===== src/rtl/mem_access_unit.sv =====
// MEM-stage load/store unit: lane alignment, misalignment traps and a
// three-state request handshake (idle, busy, done) with the data memory.
module mem_access_unit (
    input  logic        clk,
    input  logic        rst,
    input  logic        i_valid_mem,
    input  logic        i_is_load,
    input  logic        i_is_store,
    input  logic [2:0]  i_funct3,
    input  logic [31:0] i_addr,
    input  logic [31:0] i_store_data,
    output logic [31:0] o_dmem_addr,
    output logic        o_dmem_read,
    output logic        o_dmem_write,
    output logic [3:0]  o_dmem_wmask,
    output logic [31:0] o_dmem_wdata,
    input  logic [31:0] i_dmem_rdata,
    input  logic        i_dmem_resp,
    output logic        o_stall_mem,
    output logic [31:0] o_load_result,
    output logic [3:0]  o_mem_rmask,
    output logic        o_trap_mem
);

    typedef enum logic [1:0] {StIdle, StBusy, StDone} state_e;

    state_e      r_state;
    logic        r_read;
    logic        r_write;
    logic [31:0] r_load_result;

    logic [1:0]  w_off;
    logic [4:0]  w_shift;
    logic [3:0]  w_ld_mask;
    logic [3:0]  w_st_mask;
    logic        w_ld_bad;
    logic        w_st_bad;
    logic        w_trap;
    logic        w_access;
    logic [31:0] w_rshifted;
    logic [31:0] w_load_ext;

    assign w_off   = i_addr[1:0];
    assign w_shift = {w_off, 3'b000};

    always_comb begin
        w_ld_mask = 4'b0000;
        w_ld_bad  = 1'b0;
        case (i_funct3)
            3'b000, 3'b100: w_ld_mask = 4'b0001 << w_off;
            3'b001, 3'b101: begin
                w_ld_mask = 4'b0011 << w_off;
                w_ld_bad  = w_off[0];
            end
            3'b010: begin
                w_ld_mask = 4'b1111;
                w_ld_bad  = (w_off != 2'b00);
            end
            default: w_ld_bad = 1'b1;
        endcase
    end

    always_comb begin
        w_st_mask = 4'b0000;
        w_st_bad  = 1'b0;
        case (i_funct3)
            3'b000: w_st_mask = 4'b0001 << w_off;
            3'b001: begin
                w_st_mask = 4'b0011 << w_off;
                w_st_bad  = w_off[0];
            end
            3'b010: begin
                w_st_mask = 4'b1111;
                w_st_bad  = (w_off != 2'b00);
            end
            default: w_st_bad = 1'b1;
        endcase
    end

    assign w_trap   = i_valid_mem & ((i_is_load & w_ld_bad) | (i_is_store & w_st_bad));
    assign w_access = i_valid_mem & (i_is_load | i_is_store) & ~w_trap;

    // funct3 is still valid here because the stall holds EX/MEM during BUSY
    assign w_rshifted = i_dmem_rdata >> w_shift;
    always_comb begin
        w_load_ext = 32'h0;
        case (i_funct3)
            3'b000:  w_load_ext = {{24{w_rshifted[7]}}, w_rshifted[7:0]};
            3'b001:  w_load_ext = {{16{w_rshifted[15]}}, w_rshifted[15:0]};
            3'b010:  w_load_ext = w_rshifted;
            3'b100:  w_load_ext = {24'h0, w_rshifted[7:0]};
            3'b101:  w_load_ext = {16'h0, w_rshifted[15:0]};
            default: w_load_ext = 32'h0;
        endcase
    end

    always_ff @(posedge clk) begin
        if (rst) begin
            r_state       <= StIdle;
            r_read        <= 1'b0;
            r_write       <= 1'b0;
            r_load_result <= 32'h0;
        end else begin
            case (r_state)
                StIdle: begin
                    r_load_result <= 32'h0;
                    if (w_access) begin
                        r_state <= StBusy;
                        r_read  <= i_is_load;
                        r_write <= i_is_store;
                    end
                end
                StBusy: begin
                    if (i_dmem_resp) begin
                        r_state       <= StDone;
                        r_read        <= 1'b0;
                        r_write       <= 1'b0;
                        r_load_result <= i_is_load ? w_load_ext : 32'h0;
                    end
                end
                StDone: begin
                    r_state       <= StIdle;
                    r_load_result <= 32'h0;
                end
                default: r_state <= StIdle;
            endcase
        end
    end

    // Outputs are forced low for the whole reset cycle, not just after the edge
    assign o_dmem_read   = r_read & ~rst;
    assign o_dmem_write  = r_write & ~rst;
    assign o_load_result = rst ? 32'h0 : r_load_result;
    assign o_stall_mem   = ~rst & (((r_state == StIdle) & w_access) | (r_state == StBusy));

    assign o_dmem_addr  = {i_addr[31:2], 2'b00};
    assign o_dmem_wmask = i_is_store ? w_st_mask : 4'b0000;
    assign o_dmem_wdata = i_store_data << w_shift;
    assign o_mem_rmask  = i_is_load ? w_ld_mask : 4'b0000;
    assign o_trap_mem   = w_trap;

endmodule


===== config.mk =====
export PLATFORM = sky130hd
export DESIGN_NAME = mem_access_unit
export DESIGN_NICKNAME = d
export VERILOG_FILES = /design/src/rtl/mem_access_unit.sv
export SDC_FILE = /design/constraint.sdc
export NUM_CORES = 1
export LEC_CHECK = 0
export ABC_AREA = 1
export BUFFER_PORTS_ARGS = -buffer_cell sky130_fd_sc_hd__buf_4
export CAP_MARGIN = 10
export CELL_PAD_IN_SITES_DETAIL_PLACEMENT = 0
export CELL_PAD_IN_SITES_GLOBAL_PLACEMENT = 1
export CORE_UTILIZATION = 25
export CTS_CLUSTER_DIAMETER = 150
export CTS_CLUSTER_SIZE = 10
export DETAILED_ROUTE_END_ITERATION = 6
export GPL_TIMING_DRIVEN = 0
export PLACE_DENSITY_LB_ADDON = 0.25
export SKIP_CTS_REPAIR_TIMING = 1
export SLEW_MARGIN = 0
export SYNTH_ARGS = -nofsm -noshare
export SYNTH_HDL_FRONTEND = slang
export SYNTH_SLANG_ARGS = --single-unit

===== constraint.sdc =====
create_clock -name clk -period 5.1 [get_ports clk]
set_input_delay 0.51 -clock clk [delete_from_list [all_inputs] [get_ports clk]]
set_output_delay 0.51 -clock clk [all_outputs]
set_load 0.01 [all_outputs]

==> results.md <==
Clock network:
- The CTS tree is done.
- For the worst-skew pair, the clock arrives at the later sink with an insertion delay of ~0.28 ns.
- The clock-pin slew on the worst setup and hold paths is roughly 0.050 ns.
- The maximum clock path buffer count is 2.
- The number of buffers created by CTS is 5.
- The clock sink total is 36.
- The root buffer cell is sky130_fd_sc_hd__clkbuf_16.
- The number of H-tree levels is 2.

Floorplan:
- The initial core utilization is around a quarter.
- The die height is between 100 and 150 um.
- The floorplan step set the die width to between 100 and 150 um.
- The boundary pin count is between 200 and 250.
- The die area is roughly 14,000 um^2.
- After floorplanning, the core was divided into around 40 placement rows.
- The core region is roughly 13,000 um^2.

Final layout:
- The top cell types in the final layout, fill and taps aside, are sky130_fd_sc_hd__buf_4, sky130_fd_sc_hd__nand2_1, sky130_fd_sc_hd__inv_1.
- The share of post-route cells with drive strength above 1 is between 30% and 40%.
- The total inserted antenna cells is 0.
- The most common library cell in the layout ignoring fill and taps is sky130_fd_sc_hd__buf_4.
- The core occupancy in the finished layout is about two fifths.
- For this run, the post-layout net count is between 800 and 900.
- The synthesis-to-layout area growth is 51.9%.

Placed design:
- At the end of routability-driven placement, the weighted congestion stood at ~0.9.
- Input and output buffers added on the ports amount to approximately 180.
- Summed over all nets, the half-perimeter wirelength after detailed placement is ~10,000 um.

STA:
- The final count of pins violating max slew was 0.
- Setup repair after global routing left no endpoint under its margin.
- Derived from the worst setup path, the maximum achievable clock frequency is around 320 MHz.
- The final count of hold timing violations was 0.
- The relative slew slack is a little over three fifths.
- The minimum clock period is about 3.1 ns.
- Adding up every negative setup slack in the final design gives 0 ns.
- For the final database, setup skew stands at a little under 0.004 ns.
- At the pin with the least slew margin, the transition time is between 0.5 and 0.6 ns.
- The share of the clock period used by the worst path after layout is about 60%.
- The final count of negative-setup-slack endpoints is 0.

Run:
- Max-cap violations in this run came to 0.

Yosys:
- The biggest area contributor in the post-synthesis netlist is sky130_fd_sc_hd__dfxtp_1.
- The netlist area before placement is approximately 3300 um^2.
- After technology mapping, the gate count stands at about 560.
- The synthesized area divided by synthesized cell count is 5.88 um^2.
- Synthesis instantiated 34 different standard cells from the library.
- Ranked by total cell area, the synthesized netlist is headed by sky130_fd_sc_hd__dfxtp_1, sky130_fd_sc_hd__nand2_1, sky130_fd_sc_hd__inv_1, sky130_fd_sc_hd__buf_4, sky130_fd_sc_hd__nor2_1.
- The share of synthesized area in the top cell type comes to about 22%.
- For this run, the number of Yosys warnings is 0.
- The synthesis-stage register bit count is 36.
- The part of the Yosys area used for sequential elements is 21.8%.

Power and ir drop:
- In this run the static leakage power is approximately 2.8 nW.
- Across the VDD grid, the largest voltage drop is 0.132 mV.
- The power density normalized to cell area is between 150 and 200 nW/um^2.

Setup path:
- The critical path's largest stage delay is ~0.3 ns.
- The most numerous cell type found on the critical path is sky130_fd_sc_hd__nand2_1.
- The highest fanout seen on the critical path is 11.
- The critical path goes through buf_4 > buf_4 > inv_2 > buf_6 > buf_2 > buf_2 > ha_1 > inv_1 > nand3_1 > nand3_1 > nand2_1 > nand2_1 > nand2_1 > nand2_1 > a21oi_1 > buf_4.
- The arrival time at the worst endpoint is between 2 and 3 ns.
- The worst setup path is launched from an input port.
- The class of the most critical setup path is in2out.
- Together, buffers and inverters on the worst path number 8.
- STA classifies the critical path endpoint as an output port.
- The kind of cell adding the most delay to the critical path is buffers and inverters.
- The required time of the critical path is 4.59 ns.
- The largest individual stage delay along the critical path comes from the cell sky130_fd_sc_hd__buf_2.
- Setup slack on the worst reg-to-reg path comes out at 3.52 ns.

Drt:
- The routed layout has between 4,000 and 5,000 vias.
- The iteration count of the initial detailed-routing pass is 4.
- Once detail routing completed, the nets flagged for antenna violations numbered 0.
- In this run, the number of DRC markers left after iteration 0 of detailed routing was 210.
- The total routed wirelength is 12,600 um.
- The ratio of routed vias to standard cells is about 4.4.
- In the final routed layout, each cell accounts on average for about 14 um.
- The remaining routing DRC violations is 0.

Global routing:
- Entering global routing, the biggest net connects 12 pins.
- The number of antenna violations at the first check in global routing is 0.
- After global routing the overflow that remains totals 0.
- The aggregate global-route resource usage is between 10% and 20%.
- The number of global-route vias before repair is between 3,000 and 4,000.
- The first global-routing pass estimated 19,200 um of wire.

Hold path:
- The class of the tightest hold or removal check is in2reg.

Run status:
- The run finished with clean final reports.
[power by group]
group | switching, mW | leakage [nW] | total (mW) | internal [mW]
clock | 0.119 | 0.0701 | 0.314 | 0.195
sequential | 0.000924 | 0.290 | 0.285 | 0.284
combinational | 0.155 | 2.41 | 0.297 | 0.142
total | 0.275 | 2.78 | 0.895 | 0.621
[kinds of logic (layout without fill, tap and decap cells)]
logic type / count (synthesis) / in the layout / synth area share [%]
compound gates: 98 / 98 / 17.0
fa+ha+maj: 4 / 4 / 1.52
buf+inv: 144 / 331 / 21.7
flops: 36 / 36 / 21.8
mux: 7 / 7 / 2.12
other cells: 1 / 2 / 0.114
simple gates: 272 / 272 / 35.7
[registers in the layout, summed over array words and instances, names as in the netlist]
register / cells
r_load_result: 32
r_write: 1
r_read: 1
r_state: 2
[per-layer routing]
metal / track usage (%) / wire length, um / vias to the layer above
met1: 22.6 / 5320 / 1774
met3: 4.02 / 887 / 9
met5: 0 / 0 / -
met2: 33.7 / 6340 / 150
li1: - / - / 2100
met4: 2.53 / 89 / 0
[metrics by stage]
stage	cells	worst slack [ns]	cell area, um^2	hold WS (ns)	power, mW
floorplan	563	2.51	3310	0.532	0.448
global placement	914	1.95	4870	0.505	0.587
detailed placement	914	1.94	4870	0.510	0.589
CTS	922	1.91	5020	0.412	0.906
global route	922	1.66	5020	0.408	0.945
finish	922	1.96	5020	0.414	0.895
[synth_stat cells]
library cell,number
sky130_fd_sc_hd__a21oi_1,24
sky130_fd_sc_hd__a221o_1,1
sky130_fd_sc_hd__a22o_1,1
sky130_fd_sc_hd__a22oi_1,8
sky130_fd_sc_hd__buf_2,13
sky130_fd_sc_hd__buf_4,34
sky130_fd_sc_hd__buf_6,4
sky130_fd_sc_hd__clkbuf_1,16
sky130_fd_sc_hd__clkinv_2,1
sky130_fd_sc_hd__conb_1,1
sky130_fd_sc_hd__dfxtp_1,36
sky130_fd_sc_hd__ha_1,4
sky130_fd_sc_hd__inv_1,72
sky130_fd_sc_hd__inv_2,4
sky130_fd_sc_hd__mux2i_1,7
sky130_fd_sc_hd__nand2_1,177
sky130_fd_sc_hd__nand2_2,2
sky130_fd_sc_hd__nand3_1,16
sky130_fd_sc_hd__nand3_2,13
sky130_fd_sc_hd__nand3_4,1
sky130_fd_sc_hd__nand3b_4,1
sky130_fd_sc_hd__nand4_1,2
sky130_fd_sc_hd__nor2_1,54
sky130_fd_sc_hd__nor2_2,2
sky130_fd_sc_hd__nor2_4,1
sky130_fd_sc_hd__nor3_1,2
sky130_fd_sc_hd__o211ai_1,8
sky130_fd_sc_hd__o21a_1,1
sky130_fd_sc_hd__o21ai_0,35
sky130_fd_sc_hd__o21ai_1,16
sky130_fd_sc_hd__o21ai_2,2
sky130_fd_sc_hd__o21ai_4,1
sky130_fd_sc_hd__o31ai_1,1
sky130_fd_sc_hd__or2_2,1
[cell type report]
type	instances	area (um^2)
Inverter	77	290
Timing Repair Buffer	179	1340
Tap cell	172	215
Sequential cell	36	721
Clock buffer	7	143
Buffer	67	425
Fill cell	1403	7760
Multi-Input combinational cell	383	1870
Clock inverter	1	7.51
[path summary, 6_finish.rpt]
kind	startpoint	to	cells past startpoint
worst max-delay path	i_addr[0]	o_stall_mem	16
worst max register to register	r_state[0]$_SDFFE_PP0P_	r_load_result[11]$_SDFFE_PP0P_	9
worst min register to register	r_load_result[13]$_SDFFE_PP0P_	r_load_result[13]$_SDFFE_PP0P_	4
worst min-delay path	rst	r_state[1]$_SDFFE_PP0P_	2
(Power assumes the default switching activity.)
